**src/rtl/fetch_credit_scheduler_if.sv**
```systemverilog
// Fetch request/response handshake between the scheduler and the
// instruction memory port.
interface fetch_credit_scheduler_if;
    logic        oFETCH_REQ;
    logic [31:0] oFETCH_ADDR;
    logic        iFETCH_BUSY;
    logic        iFETCH_VALID;

    modport master (
        output oFETCH_REQ,
        output oFETCH_ADDR,
        input  iFETCH_BUSY,
        input  iFETCH_VALID
    );

    modport slave (
        input  oFETCH_REQ,
        input  oFETCH_ADDR,
        output iFETCH_BUSY,
        output iFETCH_VALID
    );
endinterface

```
**src/rtl/fetch_credit_scheduler.sv**
```systemverilog
// Credit-limited sequential fetch into the loop buffer, with redirect
// flush and discard of responses that were in flight at redirect time.
module fetch_credit_scheduler #(
    parameter int P_DEPTH   = 32,
    parameter int P_CNT_W   = 6,
    parameter int P_MAX_OUT = 4,
    parameter int P_OUT_W   = 3
) (
    input  logic                 iCLOCK,
    input  logic                 inRESET,
    input  logic                 iRESTART_VALID,
    input  logic [31:0]          iRESTART_PC,
    input  logic [P_CNT_W-1:0]   iBUFFER_COUNT,
    output logic                 oBUFFER_FLUSH,
    fetch_credit_scheduler_if.master fetch,
    output logic                 oRESP_VALID,
    output logic [31:0]          oRESP_PC,
    output logic [P_OUT_W-1:0]   oOUTSTANDING,
    output logic                 oPROTOCOL_ERROR
);

    typedef enum logic [1:0] {
        S_IDLE,
        S_RUN,
        S_DRAIN
    } state_t;

    localparam logic [P_CNT_W:0]   LP_DEPTH = (P_CNT_W+1)'(P_DEPTH);
    localparam logic [P_OUT_W-1:0] LP_MAX   = P_OUT_W'(P_MAX_OUT);

    state_t             r_state;
    state_t             w_state_nxt;
    logic [31:0]        r_fetch_pc;
    logic [31:0]        r_resp_pc;
    logic [P_OUT_W-1:0] r_out;
    logic [P_OUT_W-1:0] r_discard;
    logic               r_flush;
    logic               r_perr;

    logic [31:0]        w_target;
    logic [P_CNT_W:0]   w_sum;
    logic               w_credit_ok;
    logic               w_rsp;
    logic               w_acc;
    logic               w_req;
    logic               w_rvalid;
    logic [P_OUT_W-1:0] w_out_nxt;
    logic [P_OUT_W-1:0] w_dis_nxt;

    assign w_target = {iRESTART_PC[31:2], 2'b00};
    // one extra bit so occupancy + outstanding can never wrap
    assign w_sum = {1'b0, iBUFFER_COUNT}
                 + {{(P_CNT_W+1-P_OUT_W){1'b0}}, r_out};
    assign w_credit_ok = (r_out < LP_MAX) && (w_sum < LP_DEPTH);
    assign w_rsp = fetch.iFETCH_VALID && (r_out != '0);
    assign w_acc = w_req && !fetch.iFETCH_BUSY;

    always_comb begin
        w_out_nxt = r_out;
        if (w_acc && !w_rsp)
            w_out_nxt = r_out + 1'b1;
        else if (!w_acc && w_rsp)
            w_out_nxt = r_out - 1'b1;
    end

    always_comb begin
        w_dis_nxt = r_discard;
        if (w_rsp && r_discard != '0)
            w_dis_nxt = r_discard - 1'b1;
    end

    always_ff @(posedge iCLOCK) begin
        if (!inRESET)
            r_state <= S_IDLE;
        else
            r_state <= w_state_nxt;
    end

    always_comb begin
        w_state_nxt = r_state;
        unique case (r_state)
            S_IDLE:
                if (iRESTART_VALID)
                    w_state_nxt = S_RUN;
            S_RUN:
                if (iRESTART_VALID && w_out_nxt != '0)
                    w_state_nxt = S_DRAIN;
            S_DRAIN:
                // a redirect on the last discard leaves nothing to drain
                if (w_dis_nxt == '0)
                    w_state_nxt = S_RUN;
            default:
                w_state_nxt = S_IDLE;
        endcase
    end

    always_comb begin
        w_req    = 1'b0;
        w_rvalid = 1'b0;
        if (r_state == S_RUN) begin
            w_req    = !r_flush && !iRESTART_VALID && w_credit_ok;
            w_rvalid = w_rsp;
        end
    end

    always_ff @(posedge iCLOCK) begin
        if (!inRESET) begin
            r_fetch_pc <= '0;
            r_resp_pc  <= '0;
            r_out      <= '0;
            r_discard  <= '0;
            r_flush    <= 1'b0;
            r_perr     <= 1'b0;
        end else begin
            r_flush <= iRESTART_VALID;
            r_out   <= w_out_nxt;
            if (fetch.iFETCH_VALID && r_out == '0)
                r_perr <= 1'b1;
            if (iRESTART_VALID) begin
                r_fetch_pc <= w_target;
                r_resp_pc  <= w_target;
            end else begin
                if (w_acc)
                    r_fetch_pc <= r_fetch_pc + 32'd4;
                if (w_rvalid)
                    r_resp_pc <= r_resp_pc + 32'd4;
            end
            if (r_state == S_DRAIN)
                r_discard <= w_dis_nxt;
            else if (r_state == S_RUN && iRESTART_VALID)
                r_discard <= w_out_nxt;
            else
                r_discard <= '0;
        end
    end

    assign fetch.oFETCH_REQ  = w_req;
    assign fetch.oFETCH_ADDR = r_fetch_pc;
    assign oBUFFER_FLUSH     = r_flush;
    assign oRESP_VALID       = w_rvalid;
    assign oRESP_PC          = r_resp_pc;
    assign oOUTSTANDING      = r_out;
    assign oPROTOCOL_ERROR   = r_perr;

endmodule

```
**src/flat_wrapper.sv**
```systemverilog
// flat-port wrapper written by rule: the top's interface ports become plain ports
module fetch_credit_scheduler_flat 
#(
    parameter int P_DEPTH   = 32,
    parameter int P_CNT_W   = 6,
    parameter int P_MAX_OUT = 4,
    parameter int P_OUT_W   = 3
)
  (iCLOCK, inRESET, iRESTART_VALID, iRESTART_PC, iBUFFER_COUNT, oBUFFER_FLUSH, oRESP_VALID, oRESP_PC, oOUTSTANDING, oPROTOCOL_ERROR, fetch_oFETCH_REQ, fetch_oFETCH_ADDR, fetch_iFETCH_BUSY, fetch_iFETCH_VALID);
  fetch_credit_scheduler_if fetch_i ();
  input  logic iCLOCK;
  input  logic inRESET;
  input  logic iRESTART_VALID;
  input  logic [31:0] iRESTART_PC;
  input  logic [P_CNT_W-1:0] iBUFFER_COUNT;
  output logic oBUFFER_FLUSH;
  output logic oRESP_VALID;
  output logic [31:0] oRESP_PC;
  output logic [P_OUT_W-1:0] oOUTSTANDING;
  output logic oPROTOCOL_ERROR;
  output wire logic [$bits(fetch_i.oFETCH_REQ)-1:0] fetch_oFETCH_REQ;
  output wire logic [$bits(fetch_i.oFETCH_ADDR)-1:0] fetch_oFETCH_ADDR;
  input wire logic [$bits(fetch_i.iFETCH_BUSY)-1:0] fetch_iFETCH_BUSY;
  input wire logic [$bits(fetch_i.iFETCH_VALID)-1:0] fetch_iFETCH_VALID;
  assign fetch_oFETCH_REQ = fetch_i.oFETCH_REQ;
  assign fetch_oFETCH_ADDR = fetch_i.oFETCH_ADDR;
  assign fetch_i.iFETCH_BUSY = fetch_iFETCH_BUSY;
  assign fetch_i.iFETCH_VALID = fetch_iFETCH_VALID;
  fetch_credit_scheduler #(.P_DEPTH(P_DEPTH), .P_CNT_W(P_CNT_W), .P_MAX_OUT(P_MAX_OUT), .P_OUT_W(P_OUT_W)) u_core (.iCLOCK(iCLOCK), .inRESET(inRESET), .iRESTART_VALID(iRESTART_VALID), .iRESTART_PC(iRESTART_PC), .iBUFFER_COUNT(iBUFFER_COUNT), .oBUFFER_FLUSH(oBUFFER_FLUSH), .fetch(fetch_i), .oRESP_VALID(oRESP_VALID), .oRESP_PC(oRESP_PC), .oOUTSTANDING(oOUTSTANDING), .oPROTOCOL_ERROR(oPROTOCOL_ERROR));
endmodule
```
**config.mk**
```make
export PLATFORM = sky130hd
export DESIGN_NAME = fetch_credit_scheduler_flat
export DESIGN_NICKNAME = d
export VERILOG_FILES = /design/src/rtl/fetch_credit_scheduler_if.sv /design/src/rtl/fetch_credit_scheduler.sv /design/src/flat_wrapper.sv
export SDC_FILE = /design/constraint.sdc
export NUM_CORES = 1
export LEC_CHECK = 0
export ABC_AREA = 1
export BUFFER_PORTS_ARGS = -buffer_cell sky130_fd_sc_hd__buf_2
export CORE_ASPECT_RATIO = 1.25
export CORE_MARGIN = 2
export CORE_UTILIZATION = 48
export CTS_CLUSTER_DIAMETER = 60
export DETAILED_ROUTE_END_ITERATION = 10
export PLACE_DENSITY = 0.74
export SLEW_MARGIN = 20
export SYNTH_ARGS = -nofsm -noshare
export SYNTH_HDL_FRONTEND = slang
export SYNTH_SLANG_ARGS = --single-unit
export TNS_END_PERCENT = 1
```
**constraint.sdc**
```tcl
create_clock -name iCLOCK -period 2.4 [get_ports iCLOCK]
set_input_delay 0.72 -clock iCLOCK [delete_from_list [all_inputs] [get_ports iCLOCK]]
set_output_delay 0.72 -clock iCLOCK [all_outputs]
set_load 0.005 [all_outputs]
```
# After elaboration in Yosys (flattened, before gate mapping)
# Index checks and enable logic that the tools add are counted.
[totals] reg_bits=74 wordCells=64
[op_classes] addsub=6 magnitude_cmp=2 eq_ne=5 muxes=15 bitwise=1 n_reduce_logical=26
[op_table] operator="$mux 32" count=4
[op_table] operator="$add 32x3->32 const B" count=2
[op_table] operator="$mux 3" count=5
[op_table] operator="$logic_and 1x1->1" count=11
[op_table] operator="$reduce_bool 3->1" count=3
[op_table] operator="$add 6x3->7" count=1
[op_table] operator="$lt 7x6->1 const B" count=1
[op_table] operator="$logic_not 3->1" count=2
[op_table] operator="$mux 2" count=3
[op_table] operator="$pmux 2 s3" count=1
[op_table] operator="$sub 3x1->3 const B" count=2
[op_table] operator="$logic_not 1->1" count=5
[op_table] operator="$ne 2x1->1 const B" count=2
[op_table] operator="$reduce_bool 2->1" count=2
[op_table] operator="$add 3x1->3 const B" count=1
[op_table] operator="$lt 3x3->1 const B" count=1
[op_table] operator="$reduce_and 3->1" count=1
[op_table] operator="$eq 2x1->1 const B" count=1
[op_table] operator="$eq 2x2->1 const B" count=1
[op_table] operator="$logic_not 2->1" count=1
[op_table] operator="$mux 1" count=2
[op_table] operator="$ne 2x2->1 const B" count=1
[op_table] operator="$reduce_or 2->1" count=1
[op_table] operator="$not 1->1" count=1

# Longest topological paths before layout
[logic_depth] ltp_word=14 depth_mapped=17 mapped_depth_nobuf=17

# Worst setup path before layout
# OpenSTA, ideal clock, no wires.
[synth_timing] path_type="input to register" start="in iBUFFER_COUNT[2]" end="reg u_core.r_state[0]" t_arrival_ns=2.109 path_slack_ns=0.234 path_stages=16 cell_sequence="ha_1 -> nand2_1 -> nand2_1 -> nand2_1 -> nand4_2 -> nand2_2 -> nand2_1 -> nand2_1 -> nand2_1 -> nor2_1 -> nand2_1 -> nand2_1 -> nand2_1 -> o31ai_1 -> nand2_1 -> inv_1"
[synth_between] elab_chain_len=14 elab_cells_between_ends=15 classes_between="1 x add/sub; 1 x order compare; 1 x eq/ne; 3 x mux; 9 x reduce/logical"
[synth_rtl] element="start: declaration" line_no="flat_wrapper.sv:15" text="input logic [P_CNT_W-1:0] iBUFFER_COUNT;"
[synth_rtl] element="$add 6x3->7 (*)" line_no="fetch_credit_scheduler.sv:53" text="+ {{(P_CNT_W+1-P_OUT_W){1'b0}}, r_out};"
[synth_rtl] element="$lt 7x6->1 (*)" line_no="fetch_credit_scheduler.sv:54" text="assign w_credit_ok = (r_out < LP_MAX) && (w_sum < LP_DEPTH);"
[synth_rtl] element="$logic_and 1x1->1 (*)" line_no="fetch_credit_scheduler.sv:54"
[synth_rtl] element="$logic_and 1x1->1 (*)" line_no="fetch_credit_scheduler.sv:101" text="w_req = !r_flush && !iRESTART_VALID && w_credit_ok;"
[synth_rtl] element="$mux 1 (*)" line_no="fetch_credit_scheduler.sv:100" text="if (r_state == S_RUN) begin"
[synth_rtl] element="$logic_and 1x1->1 (*)" line_no="fetch_credit_scheduler.sv:56" text="assign w_acc = w_req && !fetch.iFETCH_BUSY;"
[synth_rtl] element="$logic_not 1->1" line_no="fetch_credit_scheduler.sv:62" text="else if (!w_acc && w_rsp)"
[synth_rtl] element="$logic_and 1x1->1" line_no="fetch_credit_scheduler.sv:62"
[synth_rtl] element="$mux 3" line_no="fetch_credit_scheduler.sv:62"
[synth_rtl] element="$mux 3 (*)" line_no="fetch_credit_scheduler.sv:60" text="if (w_acc && !w_rsp)"
[synth_rtl] element="$reduce_bool 3->1 (*)" line_no="fetch_credit_scheduler.sv:86" text="if (iRESTART_VALID && w_out_nxt != '0)"
[synth_rtl] element="$logic_and 1x1->1 (*)" line_no="fetch_credit_scheduler.sv:86"
[synth_rtl] element="$ne 2x1->1 (no source line) (*)"
[synth_rtl] element="$reduce_and 3->1 (no source line) (*)"
[synth_rtl] element="end signal: assignment" line_no="fetch_credit_scheduler.sv:76" text="r_state <= w_state_nxt;"
[synth_rtl] element="end: declaration" line_no="fetch_credit_scheduler.sv:31" text="state_t r_state;"
# Every way passes the cells marked *; elsewhere a longest branch is shown, timed or not.
# A chain may end at the register's enable or synchronous reset.

# Worst setup path after layout
[layout_timing] start="in iBUFFER_COUNT[2]" end="out fetch_oFETCH_REQ"
[layout_between] elab_chain_len=5
[layout_rtl] element="$add 6x3->7" line_no="fetch_credit_scheduler.sv:53"
[layout_rtl] element="$lt 7x6->1" line_no="fetch_credit_scheduler.sv:54"
[layout_rtl] element="$logic_and 1x1->1" line_no="fetch_credit_scheduler.sv:54"
[layout_rtl] element="$logic_and 1x1->1" line_no="fetch_credit_scheduler.sv:101"
[layout_rtl] element="$mux 1" line_no="fetch_credit_scheduler.sv:100"
[layout_rtl] element="end: declaration" line_no="flat_wrapper.sv:21" text="output wire logic [$bits(fetch_i.oFETCH_REQ)-1:0] fetch_oFETCH_REQ;"
# No other way between the ends.

==> flow_summary.json <==
{
  "grt_overflow": 0,
  "drt_iter0_drc": 300,
  "cp_data_required_time_ps": 1680,
  "cp_num_buf_inv": 2,
  "synth-async-reset-ratio_pct": 0,
  "syn_inst": 661,
  "cp_common_cell": "nand2_1",
  "clkTransAtPathRegs_ps": 50,
  "maxSlewViolCount": 0,
  "path_cells": "buf_2, ha_1, nand2_1, nand2_1, nand2_2, nand2_1, nor2_2, buf_2",
  "cts_made_buffers": 9,
  "cp_slowest_cell": "ha_1",
  "post_drt_wl_per_cell_um": 15.0,
  "synth_ff_type": "dfxtp_1",
  "first_pass_iters": 5,
  "dpl_cell_area_um2": 5130,
  "pwr_density_cell_nw_per_um2": 681,
  "critical_path_arrival_ps": 1610,
  "grt_pass1_wl_um": 22200,
  "path_max_fanout": 3,
  "layout.cells.non_filler": 898,
  "setup_viol": 0,
  "grt_pass1_vias": 4711,
  "track_usage_pct": 27.3,
  "antenna_found_initial": 0,
  "ys_warn_count": 0,
  "rsz0062_at_grt": "yes",
  "reg2reg_slack_ps": 250,
  "start_util_pct": 48.8,
  "wl_um": 13400,
  "hold_path.class": "register to register",
  "post-place-cells": 881,
  "peakVddDrop_mv": 0.419,
  "placementRows": 39,
  "io-pin-count": 114,
  "drcViolationCount": 0,
  "synth_top_area_share_pct": 31.6,
  "dp_hpwl_um": 10200,
  "mostFrequentLayoutCells": "179 x nand2_1, 107 x buf_2, 76 x inv_1",
  "clkSinkCount": 70,
  "synth_edf_count": 0,
  "core_area_um2": 9080,
  "p_total_uw": 3720,
  "die_area_um2": 10000,
  "finalHoldViolCount": 0,
  "worstSetupStartpointType": "primary input",
  "drtAntennaViolNets": 0,
  "yosys.area.top_type": "dfxtp_1",
  "timing.fmax_mhz": 428,
  "crit_family": "simple AND/OR/NAND/NOR gates",
  "clock_path_buffers": 2,
  "grt_max_degree": 44,
  "path_class": "primary input to output pin",
  "gp_congestion": 0.924,
  "num-nets-final": 822,
  "finalCriticalPeriod_ps": 2330,
  "min_period_over_period_pct": 97.3,
  "synth-seq-cells": 70,
  "viasPerCell": 5.46,
  "skew_ps": 5.61,
  "ys_seq_area_share_pct": 31.6,
  "clock-root-buffer": "clkbuf_16",
  "synth_cell_types": 41,
  "end_kind": "output pin",
  "drive_gt1_share_pct": 23.2,
  "antenna-diode-count": 0,
  "synth_area_leaders": "dfxtp_1 32%, nand2_1 15%, inv_1 6.4%",
  "final_area_um2": 5470,
  "cts_tree": "built",
  "clock_latency_ps": 340,
  "critPathMaxStageDelay_ps": 300,
  "io_buffers": 107,
  "avgSynthCellArea_um2": 6.71,
  "die_y_um": 111,
  "htreeDepth": 3,
  "layout_commonest_cell": "nand2_1",
  "status": "finished, final reports clean",
  "syn_to_final_growth_pct": 23.3,
  "worst_slew_pin_slew_ps": 570,
  "slew_headroom_pct": 61.8,
  "holdBufCountCts": 0,
  "num_vias": 4904,
  "max-cap-violations": 0,
  "leakage_uw": 0.00260,
  "synth_area_um2": 4430,
  "dieWidth_um": 90.0
}
## sequential cells by signal, summed over array words and instances, names as in the netlist
| register | count |
|---|---|
| u_core.fetch.oFETCH_ADDR | 30 |
| u_core.oBUFFER_FLUSH | 1 |
| u_core.oOUTSTANDING | 3 |
| u_core.oPROTOCOL_ERROR | 1 |
| u_core.oRESP_PC | 30 |
| u_core.r_discard | 3 |
| u_core.r_state | 2 |
## stage by stage
stage	util (%)	TNS, ps	hold WS (ps)	setup slack, ps
after floorplan	-	0	447	234
after global placement	56.5	0	439	51.6
after detailed placement	56.5	-5.50	451	-5.50
after CTS	60.2	0	460	46.7
after global routing	60.2	-10.8	492	-10.8
final	60.2	0	457	65.0
## where the power goes
group	switching (µW)	internal (µW)
combinational	520	355
clock	504	914
sequential	149	1280
## what timing repair did
action	CTS	global route
setup buffers	1	0
endpoints found under the setup margin	1	3
gates resized for setup	2	4
pin swaps	1	0
## final timing paths
path,start,end,cells past startpoint
hold / removal,u_core.oPROTOCOL_ERROR$_SDFFE_PN0P_,u_core.oPROTOCOL_ERROR$_SDFFE_PN0P_,2
setup reg to reg,u_core.fetch.oFETCH_ADDR[3]$_SDFFE_PN0P_,u_core.fetch.oFETCH_ADDR[30]$_SDFFE_PN0P_,13
hold reg to reg,u_core.oPROTOCOL_ERROR$_SDFFE_PN0P_,u_core.oPROTOCOL_ERROR$_SDFFE_PN0P_,2
setup / recovery,iBUFFER_COUNT[2],fetch_oFETCH_REQ,8
## cells by family (layout without fill, tap and decap cells)
logic type | after synthesis | after routing | synth area share [%]
xor gates and xnor gates | 40 | 40 | 7.90
DFF | 70 | 70 | 31.6
buffers and inverters | 108 | 219 | 9.82
adders and majority gates | 9 | 9 | 2.54
other | 1 | 4 | 0.0846
AOI/OAI and AO/OA | 111 | 111 | 14.9
and+or+nand+nor | 322 | 322 | 33.1
## cells in the mapped netlist (2+ instances only)
master / number
nand2_1: 181
inv_1: 76
dfxtp_1: 70
nor2_1: 42
nand3_1: 35
a31oi_1: 30
o21ai_0: 30
xor2_1: 27
a21oi_1: 26
clkbuf_1: 18
nand4_1: 16
xnor2_1: 13
o211ai_1: 12
nor2_2: 10
nor3_1: 10
ha_1: 9
nand2_2: 8
buf_2: 6
nor4_1: 6
buf_4: 4
or2_2: 4
a31o_2: 3
o31ai_1: 3
inv_2: 2
nor2_4: 2
nor3_4: 2
o221ai_1: 2
## final cells by class
| class | count | area [µm²] |
|---|---|---|
| sequential | 70 | 1410 |
| fill | 901 | 3610 |
| multi-input combinational | 486 | 2610 |
| timing repair buffer | 124 | 679 |
| inverter | 79 | 297 |
| tap | 123 | 154 |
| clock inverter | 3 | 40.0 |
| clock buffer | 13 | 280 |
## layer usage
layer / vias up / GRT usage, % / part of all wire (%)
met5: - / 0 / 0
met4: 0 / 16.4 / 4.4
met2: 193 / 46.8 / 49
li1: 2406 / - / -
met1: 2268 / 32.2 / 40
met3: 37 / 4.13 / 6.7
## worst reg2reg max path, cell delays in order (launching register included)
cell	delay, ps
dfxtp_1	370
ha_1	180
nand2_1	90
nor2_2	170
nand2_1	120
nor2_2	120
nand2_1	160
nor2_4	180
nand2_2	90
nor2_2	120
nand4_1	110
xor2_1	160
a21oi_1	120
nor2_1	50
No activity file was read; power rests on OpenSTA's default activity.
